--- config.mk ---
export PLATFORM = sky130hd
export DESIGN_NAME = player_move_ctrl
export DESIGN_NICKNAME = d
export VERILOG_FILES = /design/src/rtl/player_move_ctrl.sv
export SDC_FILE = /design/constraint.sdc
export NUM_CORES = 1
export LEC_CHECK = 0
export BUFFER_PORTS_ARGS = -buffer_cell sky130_fd_sc_hd__clkbuf_2
export CAP_MARGIN = 5
export CORE_UTILIZATION = 31
export DETAILED_ROUTE_END_ITERATION = 6
export SKIP_LAST_GASP = 1
export SLEW_MARGIN = 5
export SYNTH_ARGS = -nofsm -noshare
export SYNTH_HDL_FRONTEND = slang
export SYNTH_SLANG_ARGS = --single-unit
--- constraint.sdc ---
create_clock -name clk -period 2.03 [get_ports clk]
set_input_delay 0.1015 -clock clk [delete_from_list [all_inputs] [get_ports clk]]
set_output_delay 0.1015 -clock clk [all_outputs]
set_load 0.02 [all_outputs]
--- src/rtl/player_move_ctrl.sv ---
// Player movement controller: validates one-cycle move requests against maze bounds and the
// synchronous wall ROM, then commits legal moves, counts steps and flags arrival at the exit.
module player_move_ctrl #(
    parameter int X_W     = 4,
    parameter int Y_W     = 4,
    parameter int START_X = 0,
    parameter int START_Y = 0,
    parameter int EXIT_X  = 15,
    parameter int EXIT_Y  = 15,
    parameter int STEP_W  = 10
) (
    input  logic                 clk,
    input  logic                 rst_sys_n,
    input  logic [1:0]           state,
    input  logic                 mv_up,
    input  logic                 mv_down,
    input  logic                 mv_left,
    input  logic                 mv_right,
    output logic [X_W+Y_W-1:0]   rom_addr,
    input  logic                 rom_wall,
    output logic [X_W-1:0]       player_x,
    output logic [Y_W-1:0]       player_y,
    output logic                 arrived,
    output logic                 blocked,
    output logic                 busy,
    output logic [STEP_W-1:0]    steps
);

    // state  | meaning
    // IDLE   | waiting for a single move request in the map state
    // WAIT   | ROM address registered, data not yet valid
    // DECIDE | rom_wall valid: commit the move or reject it
    typedef enum logic [1:0] {IDLE, WAIT, DECIDE} ctrl_t;

    localparam logic [X_W-1:0]    X_MAX   = {X_W{1'b1}};
    localparam logic [Y_W-1:0]    Y_MAX   = {Y_W{1'b1}};
    localparam logic [X_W-1:0]    X_START = X_W'(START_X);
    localparam logic [Y_W-1:0]    Y_START = Y_W'(START_Y);
    localparam logic [X_W-1:0]    X_EXIT  = X_W'(EXIT_X);
    localparam logic [Y_W-1:0]    Y_EXIT  = Y_W'(EXIT_Y);
    localparam logic [STEP_W-1:0] STEP_MAX = {STEP_W{1'b1}};

    ctrl_t                ctrl_q, ctrl_d;
    logic [X_W-1:0]       x_q, x_d, tx_q, tx_d;
    logic [Y_W-1:0]       y_q, y_d, ty_q, ty_d;
    logic [X_W+Y_W-1:0]   addr_q, addr_d;
    logic                 arrived_q, arrived_d;
    logic                 blocked_q, blocked_d;
    logic                 busy_q, busy_d;
    logic [STEP_W-1:0]    steps_q, steps_d;

    logic [3:0]           mv_vec;
    logic                 one_hot;
    logic                 in_map;
    logic                 in_welcome;
    logic                 oob;
    logic [X_W-1:0]       tgt_x;
    logic [Y_W-1:0]       tgt_y;

    always_comb begin
        mv_vec     = {mv_up, mv_down, mv_left, mv_right};
        one_hot    = (mv_vec != 4'd0) && ((mv_vec & (mv_vec - 4'd1)) == 4'd0);
        in_map     = (state == 2'b01);
        in_welcome = (state[1] == state[0]);

        tgt_x = x_q;
        tgt_y = y_q;
        oob   = 1'b0;
        if (mv_up) begin
            oob   = (y_q == '0);
            tgt_y = y_q - Y_W'(1);
        end else if (mv_down) begin
            oob   = (y_q == Y_MAX);
            tgt_y = y_q + Y_W'(1);
        end else if (mv_left) begin
            oob   = (x_q == '0);
            tgt_x = x_q - X_W'(1);
        end else if (mv_right) begin
            oob   = (x_q == X_MAX);
            tgt_x = x_q + X_W'(1);
        end
    end

    always_comb begin
        ctrl_d    = ctrl_q;
        x_d       = x_q;
        y_d       = y_q;
        tx_d      = tx_q;
        ty_d      = ty_q;
        addr_d    = addr_q;
        arrived_d = arrived_q;
        blocked_d = 1'b0;
        busy_d    = busy_q;
        steps_d   = steps_q;

        case (ctrl_q)
            IDLE: begin
                if (in_map && one_hot) begin
                    if (oob) begin
                        blocked_d = 1'b1;
                    end else begin
                        addr_d = {tgt_y, tgt_x};
                        tx_d   = tgt_x;
                        ty_d   = tgt_y;
                        busy_d = 1'b1;
                        ctrl_d = WAIT;
                    end
                end
            end
            WAIT: ctrl_d = DECIDE;
            DECIDE: begin
                if (!rom_wall) begin
                    x_d     = tx_q;
                    y_d     = ty_q;
                    steps_d = (steps_q == STEP_MAX) ? steps_q : steps_q + STEP_W'(1);
                    if (tx_q == X_EXIT && ty_q == Y_EXIT) begin
                        arrived_d = 1'b1;
                    end
                end else begin
                    blocked_d = 1'b1;
                end
                busy_d = 1'b0;
                ctrl_d = IDLE;
            end
            default: ctrl_d = IDLE;
        endcase

        // Welcome (and the unused 11 encoding) aborts any lookup; rom_addr is left as is.
        if (in_welcome) begin
            ctrl_d    = IDLE;
            x_d       = X_START;
            y_d       = Y_START;
            steps_d   = '0;
            arrived_d = 1'b0;
            blocked_d = 1'b0;
            busy_d    = 1'b0;
        end
    end

    always_ff @(posedge clk or negedge rst_sys_n) begin
        if (!rst_sys_n) begin
            ctrl_q    <= IDLE;
            x_q       <= X_START;
            y_q       <= Y_START;
            tx_q      <= '0;
            ty_q      <= '0;
            addr_q    <= '0;
            arrived_q <= 1'b0;
            blocked_q <= 1'b0;
            busy_q    <= 1'b0;
            steps_q   <= '0;
        end else begin
            ctrl_q    <= ctrl_d;
            x_q       <= x_d;
            y_q       <= y_d;
            tx_q      <= tx_d;
            ty_q      <= ty_d;
            addr_q    <= addr_d;
            arrived_q <= arrived_d;
            blocked_q <= blocked_d;
            busy_q    <= busy_d;
            steps_q   <= steps_d;
        end
    end

    assign rom_addr = addr_q;
    assign player_x = x_q;
    assign player_y = y_q;
    assign arrived  = arrived_q;
    assign blocked  = blocked_q;
    assign busy     = busy_q;
    assign steps    = steps_q;

endmodule

==> results.sh, run 1 <==
export IMPL_ant_nets=0
export IMPL_grt_start_max_net_pins=32
export IMPL_setup_violations=0
export IMPL_r2r_start="player_y[0]"
export IMPL_dieHeight_um=78.1
export IMPL_post_cts_buffers=0
export IMPL_crit_fanout=9
export IMPL_r2r_end="rom_addr[3]"
export IMPL_critPathLaunchType="register"
export IMPL_routed_wl_mm=4.20
export IMPL_worst_slack_ps=87.8
export IMPL_max_freq_mhz=515
export IMPL_path_delay_family="flip-flops"
export IMPL_vdd_drop_max_uv=318
export IMPL_clock_sinks=31
export IMPL_hp_start="rom_wall"
export IMPL_holdPathEnd="blocked"
export IMPL_cap_violations=0
export IMPL_fp_dieW_um=78.1
export IMPL_period_share_pct=95.7
export IMPL_critPathBufInv=1
export IMPL_place_hpwl_mm=3.12
export IMPL_r2r_slack_ps=90
export IMPL_setup_tns_ps=0
export IMPL_route_vias_total=1524
export IMPL_syn_inst=187
export IMPL_firstDrtPassIters=4
export IMPL_first_iter_violations=59
export IMPL_fin_skew_ps=10.1
export IMPL_htreeDepth=2
export IMPL_clkTransAtPathRegs_ps=70
export IMPL_critPathMaxStageDelay_ps=390
export IMPL_n_antenna_cell=0
export IMPL_fillers=579
export IMPL_grt_pass1_vias=1511
export IMPL_hold_path_class="input port to register"
export IMPL_hold_depth=3
export IMPL_vias_per_cell=4.90
export IMPL_port_buffers=37
export IMPL_whs_ps=198
export IMPL_worstPathArrival_ps=2100
export IMPL_cts_tree="yes"
export IMPL_drc=0
export IMPL_cts_root_buf="clkbuf_8"
export IMPL_finalCriticalPeriod_ps=1940
export IMPL_drive_gt1_share_pct=31.0
export IMPL_rsz0062_at_grt="false"
export IMPL_cts_buffers=5
export IMPL_grt_pass1_wl_mm=7.04
export IMPL_reg2regPathDepth=6
export IMPL_max_slew_margin_rel_pct=48.0
export IMPL_grt_ovfl_total=0
export IMPL_p_leak_nw=1.04
export IMPL_grt_total_usage_pct=14.7
export IMPL_die_area_sq_mm=0.00610
export IMPL_avgSynthCellArea_sq_um=9.59
export IMPL_ys_types=39
export IMPL_final_cell_mix="37 x clkbuf_2, 31 x dfrtp_1, 26 x nand2_1, 18 x buf_4, 15 x nor2_1"
export IMPL_slowest_stage="dfrtp_1"
export IMPL_synth_fp_nets=204
export IMPL_hold_violations=0
export IMPL_worstPathRequired_ps=2190
export IMPL_ys_warn_count=0
export IMPL_dp_slack_ps=101
export IMPL_cts_max_path_buffers=2
export IMPL_place_gp_congestion=0.824
export IMPL_antenna_found_initial=0
export IMPL_power_total_mw=1.53
export IMPL_wl_per_cell_um=13.5
export IMPL_syn_area_sq_mm=0.00179
export IMPL_crit_type="register to register"
export IMPL_fin_util_pct=40.6
export IMPL_worst_slew_pin_slew_ps=780
export IMPL_powerDensity_mw_per_mm2=679
export IMPL_status="completed"
export IMPL_syn2layout_area_growth_pct=25.5
export IMPL_ys_ff_latch=31
export IMPL_path_cells="ha_1, a41oi_2, a32oi_2, or3b_1, buf_4, mux2_4"
export IMPL_cp_end_kind="register"
export IMPL_insertion_delay_ps=280
export IMPL_start_util_pct=32.4
export IMPL_row_count=27
export IMPL_core_sq_mm=0.00554
export IMPL_ios=38
export IMPL_final_common_cell="clkbuf_2"
export IMPL_ys_seq_area_share_pct=43.2
export IMPL_final_max_slew_viol_count=0
export IMPL_fin_nets=256
[layout make-up]
type	count	area, sq um	share of cell area (%)
multi-input cells	136	933	41.5
flip-flops and latches	31	776	34.5
repair buffers	56	330	14.7
well taps	72	90.1	4.00
clock buffers	6	82.6	3.67
inverters	9	33.8	1.50
clock inverters	1	5.00	0.222
[cell usage after synthesis (all sizes together)]
master  number  area (sq um)
buf          6          53.8
a21o         1          7.51
nand3        5          25.0
o21bai       1          7.51
mux2         7           105
o311a        1          10.0
ha           8           100
and4b        1          10.0
xor2         1          8.76
o221ai       1          8.76
nor4bb       1          10.0
a41oi        1          8.76
nand4b       3          26.3
or3          3          18.8
nand4        3          18.8
a32oi        1          8.76
dfrtp       31           776
nor3b        2          15.0
nor4b        4          41.3
a21oi       14          70.1
a22oi        1          7.51
nor3         8          45.0
inv          9          33.8
nor4         1          6.26
clkbuf       5          18.8
o32ai        1          8.76
a211oi       1          7.51
nand2       26          97.6
nand2b       1          6.26
o21ai        9          45.0
mux2i        1          10.0
o31ai        1          7.51
nor2        15          56.3
or3b         1          8.76
xnor2       12           105
[how the worst max path moves through the flow]
stage,depth (start not counted),start,slack [ps],endpoint
global placement,6,player_y[0],170,rom_addr[3]
floorplan,6,player_y[0],70,rom_addr[3]
CTS,6,player_y[0],60,rom_addr[3]
finish,6,player_y[0],90,rom_addr[3]
detailed placement,6,player_y[0],100,rom_addr[3]
global route,7,player_x[0],6,ty_q[3]
[power breakdown]
| group | switching [mW] | internal [mW] |
|---|---|---|
| logic | 0.174 | 0.131 |
| registers | 0.0598 | 0.669 |
| clock network | 0.228 | 0.266 |
| total | 0.462 | 1.07 |
[metal layers]
layer	share of wire, %	global-route usage, %	wire [um]
met5	0	0	0
met3	4.0	3.37	168
met1	48	19.5	2040
met2	47	24.2	1960
met4	0.86	3.89	36
[what timing repair did]
item / in CTS / in global routing
hold buffers: 1 / 0
endpoints found under the setup margin: 0 / 7
hold endpoints to repair: 31 / 0
resized for setup: 0 / 3
[cells by family after synthesis]
group	count (synthesis)	share of synthesized area (%)
fa+ha+maj	8	5.58
flops	31	43.2
simple gates	74	21.5
xor+xnor	13	6.35
mux	8	6.42
buf+inv	20	5.93
compound gates	33	11.0
[sequential cells by signal, indices dropped and copies added (netlist names)]
register	count
arrived	1
blocked	1
busy	1
ctrl_q	2
player_x	4
player_y	4
rom_addr	1
steps	10
tx_q	3
ty_q	4
[worst min-delay path, cell delays in order]
cell and delay [ps]:
clkbuf_2 100, a22oi_1 170, nor3_1 70
[through the flow]
step	std cells	cell area [sq um]
floorplan	187	1790
detailed placement	303	2130
global route	311	2250
global placement	303	2130
CTS	311	2230
finish	311	2250
No activity file was read; power rests on OpenSTA's default activity.
==> inputs of run 2 (changes only) <==
- CORE_UTILIZATION: 31 -> 50
- PLACE_DENSITY: not set -> 0.74
==> run 2 against run 1 <==
  * Wire length down 4.7%
  * Clock skew down 6.7 ps
  * Highest routed layer unchanged
  * Total power down 9.1%
  * Via count down 1.4%
  * Non-clock buffer count down 2
  * Die area down 37%
  * Critical path depth unchanged
==> results.sh, run 2 (synthesized netlist as in run 1, its figures left out) <==
export IMPL_route_vias_total=1502
export IMPL_final_common_cell="clkbuf_2"
export IMPL_setup_tns_ps=0
export IMPL_vdd_drop_max_uv=399
export IMPL_fin_nets=254
export IMPL_first_iter_violations=84
export IMPL_seq_area_sq_um=777
export IMPL_status="completed"
export IMPL_cts_max_path_buffers=2
export IMPL_worst_slack_ps=111
export IMPL_path_delay_family="flip-flops"
export IMPL_syn2layout_area_growth_pct=19.9
export IMPL_multiInputGateArea_sq_um=912
export IMPL_ant_nets=0
export IMPL_crit_type="register to register"
export IMPL_r2r_end="rom_addr[3]"
export IMPL_core_sq_mm=0.00339
export IMPL_vias_per_cell=5.31
export IMPL_place_hpwl_mm=3.00
export IMPL_hp_start="rom_wall"
export IMPL_powerDensity_mw_per_mm2=645
export IMPL_grt_pass1_vias=1322
export IMPL_place_gp_congestion=0.814
export IMPL_slowest_stage="dfrtp_1"
export IMPL_path_cells="ha_1, a41oi_1, a32oi_1, or3b_1, buf_4, mux2_4"
export IMPL_final_cell_mix="37 x clkbuf_2, 30 x dfrtp_1, 26 x nand2_1, 16 x buf_4, 15 x nor2_1"
export IMPL_antenna_found_initial=0
export IMPL_max_freq_mhz=521
export IMPL_insertion_delay_ps=320
export IMPL_cts_root_buf="clkbuf_4"
export IMPL_hold_violations=0
export IMPL_critPathLaunchType="register"
export IMPL_wl_per_cell_um=14.2
export IMPL_period_share_pct=94.5
export IMPL_p_leak_nw=1.02
export IMPL_stdcell_area_sq_mm=0.00215
export IMPL_fillers=286
export IMPL_crit_fanout=10
export IMPL_reg2regPathDepth=6
export IMPL_clock_sinks=31
export IMPL_fp_dieW_um=61.9
export IMPL_clkTransAtPathRegs_ps=90
export IMPL_drive_gt1_share_pct=29.5
export IMPL_dp_slack_ps=96.8
export IMPL_largest_reg_flops=10
export IMPL_cp_end_kind="register"
export IMPL_power_total_mw=1.39
export IMPL_hold_depth=3
export IMPL_max_slew_margin_rel_pct=51.2
export IMPL_routed_wl_mm=4.01
export IMPL_port_buffers=37
export IMPL_worst_slew_pin_slew_ps=732
export IMPL_hold_path_class="input port to register"
export IMPL_setup_violations=0
export IMPL_die_area_sq_mm=0.00383
export IMPL_firstDrtPassIters=6
export IMPL_placed_area_sq_mm=0.00208
export IMPL_drc=0
export IMPL_start_util_pct=52.9
export IMPL_dieHeight_um=61.9
export IMPL_r2r_slack_ps=110
export IMPL_holdPathEnd="blocked"
export IMPL_grt_ovfl_total=0
export IMPL_n_antenna_cell=0
export IMPL_grt_start_max_net_pins=32
export IMPL_critPathBufInv=1
export IMPL_row_count=21
export IMPL_ios=38
export IMPL_cts_buffers=5
export IMPL_r2r_start="player_y[0]"
export IMPL_final_max_slew_viol_count=0
export IMPL_worstPathArrival_ps=2130
export IMPL_rsz0062_at_grt="false"
export IMPL_htreeDepth=2
export IMPL_whs_ps=144
export IMPL_worstPathRequired_ps=2240
export IMPL_grt_total_usage_pct=23.6
export IMPL_fin_skew_ps=3.42
export IMPL_cap_violations=0
export IMPL_cts_tree="yes"
export IMPL_finalCriticalPeriod_ps=1920
export IMPL_critPathMaxStageDelay_ps=390
export IMPL_grt_pass1_wl_mm=6.24
[run 2: cell types whose count changed in the layout (fill, tap and decap cells not counted), sizes merged]
cell | before | now
buf | 18 | 16
[run 2: timing repair]
| item | 4_1_cts | 5_1_grt |
|---|---|---|
| buffers inserted | 0 | 1 |
| endpoints found under the hold margin | 31 | 0 |
| setup endpoints to repair | 0 | 7 |
| hold buffers | 1 | 0 |
| resized for setup | 0 | 1 |
[run 2: final cells by class]
cell class	instances	share of cell area [%]
repair buffers	54	14.7
inverters	9	1.57
multi-input cells	136	42.4
clock buffers	6	2.38
flip-flops and latches	31	36.1
clock inverters	1	0.233
well taps	46	2.67
[run 2: metrics by stage]
stage,cells,util (%)
floorplan,187,-
global placement,274,61.3
detailed placement,274,61.3
CTS,282,63.2
global route,283,63.5
finish,283,63.5
[run 2: worst register-to-register path, cell delays in order, from the launching register on]
cell	delay [ps]
dfrtp_1	390
ha_1	210
a41oi_1	190
a32oi_1	140
or3b_1	370
buf_4	200
mux2_4	310
[run 2: power by group]
| group | internal, mW | switching (mW) |
|---|---|---|
| logic | 0.128 | 0.173 |
| clock network | 0.160 | 0.199 |
| registers | 0.668 | 0.0612 |
| total | 0.956 | 0.433 |
[run 2: layer usage]
metal	share of wire [%]	track usage (%)
met5	0	0
met1	52	36.2
met2	44	32.1
met4	1.3	10.8
met3	3.1	4.55
[run 2: worst max path at each step]
stage,from,endpoint,slack [ps],cells past startpoint
2_1_floorplan,player_y[0],rom_addr[3],70,6
4_1_cts,player_x[1],rom_addr[3],80,7
3_3_place_gp,player_x[1],ty_q[2],150,7
6_report,player_y[0],rom_addr[3],110,6
3_5_place_dp,player_x[1],rom_addr[3],100,7
5_1_grt,player_y[0],tx_q[2],8,6
==> inputs of run 3 (changes only) <==
- CORE_UTILIZATION: 50 -> 54
- MAX_ROUTING_LAYER: not set -> met4
- PLACE_DENSITY: 0.74 -> 0.79
==> run 3 against run 2 <==
  * Total power is 0.19% lower
  * Core utilization up 5.5 points
  * Clock skew is 3.7 ps higher
  * Design area down 0.47%
  * Wire length shrank 3.3%
  * Sequential cell count unchanged
  * Worst hold slack lost 26 ps
  * Combinational power about the same
==> results.sh, run 3 (synthesized netlist as in run 1, its figures left out) <==
export IMPL_final_common_cell="clkbuf_2"
export IMPL_fin_skew_ps=7.08
export IMPL_vias_per_cell=5.44
export IMPL_max_freq_mhz=522
export IMPL_comb_power_share_pct=21.5
export IMPL_powerDensity_mw_per_mm2=647
export IMPL_die_area_sq_mm=0.00356
export IMPL_startpoint="player_y[0]"
export IMPL_dieHeight_um=59.6
export IMPL_grt_total_usage_pct=25.7
export IMPL_critPathLaunchType="register"
export IMPL_max_slew_margin_rel_pct=49.4
export IMPL_hold_violations=0
export IMPL_p_switching_mw=0.456
export IMPL_ios=38
export IMPL_worstPathArrival_ps=2130
export IMPL_place_gp_congestion=0.838
export IMPL_wl_per_cell_um=13.8
export IMPL_fin_nets=253
export IMPL_status="completed"
export IMPL_insertion_delay_ps=330
export IMPL_r2r_start="player_y[0]"
export IMPL_row_count=20
export IMPL_worst_slew_pin_slew_ps=759
export IMPL_cp_end_kind="register"
export IMPL_p_int_mw=0.930
export IMPL_crit_type="register to register"
export IMPL_cts_root_buf="clkbuf_4"
export IMPL_path_delay_family="simple AND/OR/NAND/NOR gates"
export IMPL_drc=0
export IMPL_switching_share_pct=32.9
export IMPL_worst_slack_ps=113
export IMPL_p_leak_nw=1.01
export IMPL_setup_violations=0
export IMPL_routed_wl_mm=3.87
export IMPL_vdd_drop_max_uv=331
export IMPL_clkTransAtPathRegs_ps=100
export IMPL_fp_dieW_um=59.6
export IMPL_place_hpwl_mm=2.87
export IMPL_cts_tree="yes"
export IMPL_ant_nets=0
export IMPL_cts_buffers=5
export IMPL_final_max_slew_viol_count=0
export IMPL_hp_start="rom_wall"
export IMPL_seqPwrFrac_pct=53.1
export IMPL_power_total_mw=1.39
export IMPL_critPathBufInv=1
export IMPL_stdcell_area_sq_mm=0.00214
export IMPL_grt_start_max_net_pins=32
export IMPL_final_cell_mix="37 x clkbuf_2, 31 x dfrtp_1, 26 x nand2_1, 15 x nor2_1"
export IMPL_hold_path_class="input port to register"
export IMPL_dp_slack_ps=101
export IMPL_drive_gt1_share_pct=28.7
export IMPL_crit_fanout=8
export IMPL_grt_pass1_wl_mm=6.42
export IMPL_cap_violations=0
export IMPL_period_share_pct=94.4
export IMPL_p_clk_share_pct=25.4
export IMPL_largest_reg_flops=10
export IMPL_firstDrtPassIters=4
export IMPL_clock_sinks=31
export IMPL_slowest_stage="or3b_1"
export IMPL_port_buffers=37
export IMPL_core_sq_mm=0.00310
export IMPL_finalCriticalPeriod_ps=1920
export IMPL_htreeDepth=2
export IMPL_antenna_found_initial=0
export IMPL_start_util_pct=57.8
export IMPL_post_cts_buffers=0
export IMPL_path_cells="ha_1, a41oi_1, a32oi_1, or3b_1, buf_6, mux2_4"
export IMPL_placed_area_sq_mm=0.00207
export IMPL_grt_pass1_vias=1393
export IMPL_syn2layout_area_growth_pct=19.4
export IMPL_grt_ovfl_total=0
export IMPL_n_antenna_cell=0
export IMPL_critPathMaxStageDelay_ps=410
export IMPL_cts_max_path_buffers=2
export IMPL_worstPathRequired_ps=2250
export IMPL_route_vias_total=1530
export IMPL_first_iter_violations=81
==> run 3: cell count changes in the layout (fill, tap and decap cells not counted), sizes merged <==
| cell | change |
|---|---|
| buf | -1 |
| clkinvlp | +1 |
==> run 3: layer usage <==
layer / wire length, um / part of all wire (%) / vias up / GRT usage, %
met1: 1790 / 46 / 735 / 32.3
met4: 42 / 1.1 / 0 / 7.97
met2: 1870 / 48 / 36 / 40.3
li1: - / - / 755 / -
met5: 0 / 0 / - / -
met3: 168 / 4.3 / 4 / 6.77
==> run 3: area by class of cell <==
cell class,instances,area [sq um]
fill,282,961
multi-input combinational,136,912
sequential,31,776
timing repair buffer,53,312
tap,44,55.1
clock buffer,6,41.3
inverter,9,33.8
clock inverter,2,12.5
==> run 3: metrics by stage <==
stage / setup TNS [ps] / instances / hold WS, ps / util (%)
after global placement: 0 / 272 / 214 / 66.9
after global routing: -0.873 / 281 / 114 / 69.0
after detailed placement: 0 / 272 / 206 / 66.9
after CTS: 0 / 281 / 110 / 68.9
after floorplan: 0 / 187 / -194 / -
final: 0 / 281 / 118 / 69.0
==> run 3: worst register-to-register path, stage by stage, from the launching register on <==
cell	delay, ps
dfrtp_1	390
ha_1	210
a41oi_1	190
a32oi_1	140
or3b_1	410
buf_6	170
mux2_4	300
==> run 3: power groups by stage <==
stage / logic [mW] / clock network (mW) / registers [mW]
6_report: 0.299 / 0.352 / 0.736
5_1_grt: 0.330 / 0.386 / 0.746
3_5_place_dp: 0.300 / 0 / 0.747
4_1_cts: 0.301 / 0.361 / 0.736
3_3_place_gp: 0.294 / 0 / 0.746
2_1_floorplan: 0.136 / 0 / 0.789
==> run 3: worst paths after layout <==
kind                               end  cells after the start  slack (ps)
max                        rom_addr[3]                      6         110
min                            blocked                      3         120
max reg2reg                rom_addr[3]                      6         110
min reg2reg                  ctrl_q[1]                      1         490
max in group asynchronous  player_x[2]                      2        1180
min in group asynchronous      blocked                      2         370
==> run 3: timing repair <==
action | in CTS | in global routing
setup endpoints to repair | 0 | 6
hold buffers | 1 | 0
resized for setup | 0 | 1
hold endpoints to repair | 31 | 0
